==> src/rtl/exanet_vc_pkg.sv <==
// rtl/exanet_vc_pkg.sv - shared types and helpers for the ExaNet output VC arbiter
package exanet_vc_pkg;

  localparam int VC_NUM    = 3;
  localparam int PRIO_NUM  = 2;
  localparam int INPUT_NUM = 4;
  localparam int REQ_W     = VC_NUM * PRIO_NUM;
  localparam int VC_IDX_W  = $clog2(REQ_W);

  typedef logic [REQ_W-1:0]    req_vec_t;
  typedef logic [VC_IDX_W-1:0] vc_idx_t;

  typedef enum logic {
    IDLE  = 1'b0,
    GRANT = 1'b1
  } arb_state_e;

  // Request bit k for virtual channel v at priority level p
  function automatic int vc_flat_index(input int p, input int v, input int vc_per_prio);
    return p * vc_per_prio + v;
  endfunction

endpackage

==> src/rtl/rr_find_first.sv <==
// rtl/rr_find_first.sv - round-robin first-one finder starting at a pointer
module rr_find_first #(
  parameter  int N = 12,
  localparam int W = (N > 1) ? $clog2(N) : 1
) (
  input  logic [N-1:0] req,
  input  logic [W-1:0] ptr,
  output logic         found,
  output logic [W-1:0] idx
);

  // Walk the request vector from ptr upward, wrapping past the top bit
  always_comb begin
    int pos;
    found = 1'b0;
    idx   = '0;
    pos   = 0;
    for (int off = 0; off < N; off++) begin
      pos = int'(ptr) + off;
      if (pos >= N) pos = pos - N;
      if (!found && req[pos]) begin
        found = 1'b1;
        idx   = W'(pos);
      end
    end
  end

endmodule

==> src/rtl/output_vc_arbiter.sv <==
// rtl/output_vc_arbiter.sv - per-output (input, VC) arbiter with credit check and clear-to-send
module output_vc_arbiter
  import exanet_vc_pkg::*;
#(
  parameter  int vc_num    = VC_NUM,
  parameter  int prio_num  = PRIO_NUM,
  parameter  int input_num = INPUT_NUM,
  localparam int req_w     = vc_num * prio_num,
  localparam int in_w      = (input_num > 1) ? $clog2(input_num) : 1,
  localparam int k_w       = (req_w > 1) ? $clog2(req_w) : 1
) (
  input  logic             clk,
  input  logic             rst,
  input  logic [req_w-1:0] i_request [input_num],
  input  logic [req_w-1:0] i_credit_avail,
  input  logic             i_valid,
  input  logic             i_last,
  output logic             o_cts,
  output logic [in_w-1:0]  o_selected_input,
  output logic [k_w-1:0]   o_selected_vc,
  output logic             o_pkt_done,
  output logic             o_abort
);

  localparam int flat_n = input_num * vc_num;
  localparam int flat_w = (flat_n > 1) ? $clog2(flat_n) : 1;
  localparam int prio_w = (prio_num > 1) ? $clog2(prio_num) : 1;

  arb_state_e        state;
  logic              started;
  logic [flat_w-1:0] rr_ptr    [prio_num];
  logic [flat_n-1:0] lvl_req   [prio_num];
  logic [flat_w-1:0] lvl_idx   [prio_num];
  logic [prio_num-1:0] lvl_found;

  logic              any_found;
  logic [prio_w-1:0] win_p;
  logic [flat_w-1:0] win_j;
  logic [flat_w-1:0] win_next_ptr;
  logic [in_w-1:0]   win_in;
  logic [k_w-1:0]    win_k;
  logic              granted_req;

  // Per level, lay out eligible (request and credit) candidates as j = input*vc_num + vc
  always_comb begin
    for (int p = 0; p < prio_num; p++) begin
      lvl_req[p] = '0;
      for (int i = 0; i < input_num; i++) begin
        for (int v = 0; v < vc_num; v++) begin
          lvl_req[p][i*vc_num+v] = i_request[i][vc_flat_index(p, v, vc_num)]
                                 & i_credit_avail[vc_flat_index(p, v, vc_num)];
        end
      end
    end
  end

  for (genvar gp = 0; gp < prio_num; gp++) begin : g_level
    rr_find_first #(.N(flat_n)) u_find (
      .req   (lvl_req[gp]),
      .ptr   (rr_ptr[gp]),
      .found (lvl_found[gp]),
      .idx   (lvl_idx[gp])
    );
  end

  // Highest level with a candidate wins; decode its flat index back to (input, k)
  always_comb begin
    any_found = 1'b0;
    win_p     = '0;
    win_j     = '0;
    win_in    = '0;
    win_k     = '0;
    for (int p = 0; p < prio_num; p++) begin
      if (lvl_found[p]) begin
        any_found = 1'b1;
        win_p     = prio_w'(p);
        win_j     = lvl_idx[p];
      end
    end
    for (int i = 0; i < input_num; i++) begin
      for (int v = 0; v < vc_num; v++) begin
        if (int'(win_j) == i*vc_num + v) begin
          win_in = in_w'(i);
          win_k  = k_w'(vc_flat_index(int'(win_p), v, vc_num));
        end
      end
    end
    win_next_ptr = (int'(win_j) == flat_n - 1) ? '0 : win_j + 1'b1;
  end

  // Request bit of the current grant holder, watched for withdrawal before the first beat
  always_comb begin
    granted_req = i_request[o_selected_input][o_selected_vc];
  end

  // Grant FSM: arbitrate in IDLE, hold the grant until the last beat or an early withdrawal
  always_ff @(posedge clk or posedge rst) begin
    if (rst) begin
      state            <= IDLE;
      started          <= 1'b0;
      o_cts            <= 1'b0;
      o_selected_input <= '0;
      o_selected_vc    <= '0;
      o_pkt_done       <= 1'b0;
      o_abort          <= 1'b0;
      for (int p = 0; p < prio_num; p++) rr_ptr[p] <= '0;
    end else begin
      o_pkt_done <= 1'b0;
      o_abort    <= 1'b0;
      case (state)
        IDLE: begin
          if (any_found) begin
            state            <= GRANT;
            started          <= 1'b0;
            o_cts            <= 1'b1;
            o_selected_input <= win_in;
            o_selected_vc    <= win_k;
            rr_ptr[win_p]    <= win_next_ptr;
          end
        end
        GRANT: begin
          if (i_valid && i_last) begin
            state      <= IDLE;
            o_cts      <= 1'b0;
            o_pkt_done <= 1'b1;
          end else if (i_valid) begin
            started <= 1'b1;
          end else if (!started && !granted_req) begin
            state   <= IDLE;
            o_cts   <= 1'b0;
            o_abort <= 1'b1;
          end
        end
      endcase
    end
  end

endmodule

==> config.mk <==
export PLATFORM = sky130hd
export DESIGN_NAME = output_vc_arbiter
export DESIGN_NICKNAME = d
export VERILOG_FILES = /design/src/rtl/exanet_vc_pkg.sv /design/src/rtl/rr_find_first.sv /design/src/rtl/output_vc_arbiter.sv
export SDC_FILE = /design/constraint.sdc
export NUM_CORES = 1
export LEC_CHECK = 0
export ABC_AREA = 1
export CAP_MARGIN = 20
export CORE_MARGIN = 2
export CORE_UTILIZATION = 62
export CTS_CLUSTER_DIAMETER = 120
export DETAILED_ROUTE_END_ITERATION = 12
export PLACE_DENSITY = 0.82
export SYNTH_ARGS = -nofsm -noshare
export SYNTH_HDL_FRONTEND = slang
export SYNTH_SLANG_ARGS = --single-unit
==> constraint.sdc <==
create_clock -name clk -period 5.7 [get_ports clk]
set_input_delay 1.14 -clock clk [delete_from_list [all_inputs] [get_ports clk]]
set_output_delay 1.14 -clock clk [all_outputs]
set_load 0.01 [all_outputs]
# Yosys cells after proc, flatten, opt, wreduce, memory -nomap -nowiden
# Index checks and enable logic that the tools add are counted.
[op_classes]
n_addsub = 49
multipliers = 1
n_lt_le_gt_ge = 52
n_eq_ne = 16
mux = 199
bitwise = 27
reduce_logical = 53
[op_table]
columns = ["operator", "n"]
rows = [
  ["$lt A32 B6 Y1 const B", 24],
  ["$mux W32", 24],
  ["$ge A32 B5 Y1 const B", 22],
  ["$sub A32 B5 Y32 const B", 22],
  ["$mux W4", 28],
  ["$bmux W1 S4", 24],
  ["$mux W1", 94],
  ["$add A4 B3 Y5 const B", 8],
  ["$add A4 B4 Y5 const B", 8],
  ["$mux W3", 12],
  ["$eq A4 B4 Y1 const B", 8],
  ["$logic_and A1 B1 Y1", 25],
  ["$and A1 B1 Y1", 24],
  ["$logic_not A1 Y1", 24],
  ["$add A4 B2 Y5 const B", 4],
  ["$mux W2", 8],
  ["$bmux W6 S2", 1],
  ["$mux W6", 2],
  ["$add A4 B1 Y5 const B", 2],
  ["$sub A4 B4 Y5 const B", 2],
  ["$bwmux W8", 1],
  ["$eq A4 B3 Y1 const B", 2],
  ["$ge A4 B4 Y1 const B", 2],
  ["$add A3 B2 Y3 const B", 2],
  ["other kinds (19)", 24],
]
[totals]
register_bits = 18
word_cells = 406

# Logic depth before layout (Yosys ltp)
[depth]
word_depth = 54
ltp_mapped = 41

# Modules after synthesis
# Synthesis repeated with hierarchy kept, for this count alone.
[hier_totals]
cells_unflattened = 1106
area_unflattened_um2 = 5983.2
[modules_own_cells]
columns = ["mod", "instances", "cells_per_inst", "area_each_um2", "seq_area_each_um2"]
rows = [
  ["rr_find_first", 2, 420, 2185.8, 0.0],
  ["output_vc_arbiter", 1, 266, 1611.5, 450.4],
]

# Worst setup path after synthesis
# OpenSTA, ideal clock, no wires.
[synth_path]
path_kind = "flip-flop to flip-flop"
from = "register rr_ptr[5] (netlist bit)"
to = "register o_selected_vc[0]"
setup_time_ns = 0.073
arrival_time_ns = 4.363
required_ns = 5.627
slack_ns = 1.264
stages_incl_launch_ff = 34
path_buffers = 1
period_less_slack_ns = 4.436
path_cell_list = "dfrtp_1 -> inv_1 -> buf_2 -> ha_1 -> xnor2_1 -> ha_1 -> or2_2 -> nand2_1 -> nand3_1 -> nand3_1 -> nand3_4 -> nor2_8 -> nand4_4 -> nor2_1 -> inv_1 -> o221ai_1 -> o22a_1 -> nor2_1 -> a21oi_1 -> inv_1 -> ha_1 -> inv_1 -> nand3_1 -> inv_2 -> nand3_1 -> nand2_1 -> nand2_1 -> nand2_1 -> nand2_1 -> nand2_1 -> nand2_1 -> nand3_1 -> nand2_1 -> a21oi_2"
[synth_between]
elab_chain_len = 54
elab_cells_between_ends = 158
classes_between = "add/sub: 23; order compare: 12; eq/ne: 11; mux: 88; reduce/logical: 24"
[synth_lines]
columns = ["item", "line", "rtl"]
rows = [
  ["start, declared", "output_vc_arbiter.sv:31", "logic [flat_w-1:0] rr_ptr [prio_num];"],
  ["start signal, assigned by index", "output_vc_arbiter.sv:118", "rr_ptr[win_p] <= win_next_ptr;"],
  ["parallel branches: the longest is 54 deep, another holds $sub A32 B5 Y32", "n/a", ""],
  ["end signal, assigned", "output_vc_arbiter.sv:117", "o_selected_vc <= win_k;"],
  ["end, declared", "output_vc_arbiter.sv:20", "output logic [k_w-1:0] o_selected_vc,"],
]
# Several ways; the timed one is not identified. The select of a mux whose other input is x is not followed.
# A chain may end at the register's enable or synchronous reset.

# Worst setup path in the final report
# Ends and elaborated chain as after synthesis.

==> flow_metrics.env <==
export IMPL_met3WireLength_um=1730
export IMPL_synthesis_yosys_warnings=0
export IMPL_worst_slew_pin_transition_ns=0.721
export IMPL_route_met2_wl_um=7200
export IMPL_layout_common_cells="nand2_1 (331), inv_1 (129), nand3_1 (122), nor2_1 (78), o21ai_0 (52)"
export IMPL_vias_cell=5.77
export IMPL_worst_setup_path_start_kind="register"
export IMPL_final_design_area_excluding_fillers_um2=6150
export IMPL_vias=6611
export IMPL_fraction_of_the_mapped_netlist_area_in_compound_gates=0.147
export IMPL_drt_pass1_iterations=5
export IMPL_synth_net_count=1090
export IMPL_synth_top_cell_area_share=0.220
export IMPL_area_growth_synth_to_final_pct=8.79
export IMPL_seqCellArea_um2=452
export IMPL_grt_use_total=0.335
export IMPL_worstPathMaxFanout=14
export IMPL_fraction_of_synthesis_flops_using_an_asynchronous_set_or_reset_pin=1.00
export IMPL_layout_commonest_cell="nand2_1"
export IMPL_insertion_delay_ns=0.26
export IMPL_required_ns=5.90
export IMPL_clk_path_buf_depth=2
export IMPL_num_fill_cells=862
export IMPL_maxClockFrequency_mhz=194
export IMPL_routedWlPerCell_um=14.5
export IMPL_pin_count=42
export IMPL_mean_instance_size_in_the_synthesized_netlist_um2=5.59
export IMPL_post_route_cells_drive_above_1_share=0.0944
export IMPL_synth_simple_gate_area_frac=0.499
export IMPL_post_dp_cell_area_um2=6080
export IMPL_clock_period_minus_worst_slack_ns=5.16
export IMPL_maxCapViolCount=0
export IMPL_synthDistinctLibCells=59
export IMPL_report_final_slew_viol_count=0
export IMPL_postSynthCellCount=1010
export IMPL_largest_net_degree_at_the_start_of_global_routing=21
export IMPL_clock_tree_htree_level_count=1
export IMPL_post_synth_xor_area_fraction=0.0410
export IMPL_worstSetupEndpointType="register"
export IMPL_synth_cell_area_um2=5650
export IMPL_min_period_over_period=0.905
export IMPL_crit_path_max_incr_delay_ns=0.39
export IMPL_post_synth_top_area_cell="nand2_1"
export IMPL_fp_coreArea_um2=8760
export IMPL_crit_path_frequent_cell="nand2_1"
export IMPL_diodes=0
export IMPL_layout_skew_ns=0.00363
export IMPL_grt_first_pass_wirelength_um=27300
export IMPL_postSynthRegisterBits=18
export IMPL_design_final_nets=1119
export IMPL_initial_core_util=0.645
export IMPL_grt_setup_unrepaired="false"
export IMPL_chipWidth_um=99.5
export IMPL_antenna_found_initial=0
export IMPL_timing_critical_path_arrival_ns=5.36
export IMPL_dr_max_layer_used="met4"
export IMPL_drc=0
export IMPL_dieArea_um2=9890
export IMPL_portBuffers=41
export IMPL_synth_edf_count=0
export IMPL_via_count_of_the_first_global_routing_pass=5659
export IMPL_detailedPlacementHpwl_um=13600
export IMPL_synth_top_family_by_area="simple AND/OR/NAND/NOR gates"
export IMPL_cts_sink_count=18
export IMPL_postCtsSetupBuffers=0
export IMPL_worst_setup_path_type="register to register"
export IMPL_synth_area_top_cells="nand2_1 (22%), nand3_1 (11%), ha_1 (10%)"
export IMPL_worst_slew_margin_rel=0.519
export IMPL_grt_overflow=0
export IMPL_cp_slowest_cell="dfrtp_1"
export IMPL_initialDrtViolationCount=550
export IMPL_clock_transition_at_the_registers_of_the_reported_paths_ns=0.08
export IMPL_synth_adder_area_share=0.102
export IMPL_timing_hold_worst_class="register to register"
export IMPL_wl_um=16600
export IMPL_hold_viol_final=0
export IMPL_cts_tree="done"
export IMPL_fp_dieH_um=99.5
export IMPL_setup_viol_count_final=0
export IMPL_synth_area_mux_share=0
export IMPL_finalSetupTns_ns=0
export IMPL_detail_route_antenna_nets=0
export IMPL_outcome="complete, no violations"
export IMPL_ys_flop_type="dfrtp_1"
export IMPL_wirelength_met1_um=7380
export IMPL_sequential_fraction_of_the_synthesis_area=0.0797
export IMPL_root_buffer="clkbuf_8"
export IMPL_std_cell_rows=34
export IMPL_routabilityCongestion=1.02
export IMPL_multi_input_comb_area_um2=4470
export IMPL_cts_inserted_buffers=3
==> cells by family (layout without fill, tap and decap cells) <==
logic type	count (synthesis)	in the layout
flops	18	18
compound gates	135	135
buf+inv	176	204
fa+ha+maj	46	46
simple gates	612	612
xor+xnor	23	23
==> synthesized netlist by cell type (3+ instances only) <==
master	n
inv_1	130
nand2_1	331
buf_4	5
clkbuf_1	6
o221ai_1	8
or2_2	4
nor2_2	3
inv_2	21
o22ai_1	4
ha_1	46
buf_6	5
o21ai_1	12
xor2_1	11
xnor2_1	8
o31ai_1	6
nor2_8	3
nand2_2	22
nand3_2	6
a21oi_2	4
buf_2	6
dfrtp_1	18
a21oi_1	17
o21ai_0	52
o211ai_1	8
nand3_1	122
nor2_1	78
nor3_1	7
nor2_4	6
nand3b_1	5
nand4_1	9
a22oi_1	5
==> metrics by stage <==
step	worst slack [ns]	hold WS (ns)	util	std cells
4_1_cts	0.491	0.501	0.700	1146
2_1_floorplan	1.26	0.463	-	1010
3_5_place_dp	0.516	0.484	0.694	1142
3_3_place_gp	0.606	0.473	0.694	1142
6_report	0.539	0.502	0.701	1146
5_1_grt	0.0182	0.525	0.701	1146
==> state kept, by name, summed over array words and instances (netlist names) <==
signal,count
o_abort,1
o_cts,1
o_pkt_done,1
o_selected_input,2
o_selected_vc,3
rr_ptr,8
started,1
state,1
==> worst max-delay path: cells and delay by family (launching register included) <==
| family | cells | cell delay [ns] |
|---|---|---|
| compound gates | 6 | 0.96 |
| xor+xnor | 2 | 0.56 |
| fa+ha+maj | 3 | 0.79 |
| buf+inv | 5 | 0.69 |
| flops | 1 | 0.39 |
| simple gates | 18 | 1.65 |
==> path summary, 6_finish.rpt <==
kind                            cells past startpoint                   from                           end  slack [ns]
worst max-delay path                               34  rr_ptr[5]$_DFFE_PP0P_  o_selected_vc[0]$_DFFE_PP0P_        0.54
worst min-delay path                                1    started$_DFFE_PP0P_           started$_DFFE_PP0P_        0.50
worst max register to register                     34  rr_ptr[5]$_DFFE_PP0P_  o_selected_vc[0]$_DFFE_PP0P_        0.54
worst min register to register                      1    started$_DFFE_PP0P_           started$_DFFE_PP0P_        0.50
max in group asynchronous                           2                    rst         rr_ptr[6]$_DFFE_PP0P_        3.90
min in group asynchronous                           2                    rst           started$_DFFE_PP0P_        1.29
==> routing by layer <==
metal / global-route usage / up-vias
li1: - / 3324
met3: 0.0379 / 29
met1: 0.502 / 2935
met4: 0.0727 / 0
met5: 0 / -
met2: 0.515 / 323
==> final cells by class <==
class                           instances  share of cell area
Sequential cell                        18              0.0735
Clock buffer                            4             0.00896
Inverter                              153              0.0949
Tap cell                              108              0.0220
Timing Repair Buffer                   47              0.0741
Multi-Input combinational cell        816               0.727
==> timing repair <==
action / in CTS / in global routing
hold buffers: 0 / 0
endpoints found under the setup margin: 0 / 2
resized for setup: 0 / 3
Power is not shown: default switching activity piles up to over one toggle a cycle in this logic, so the estimate is an artifact.
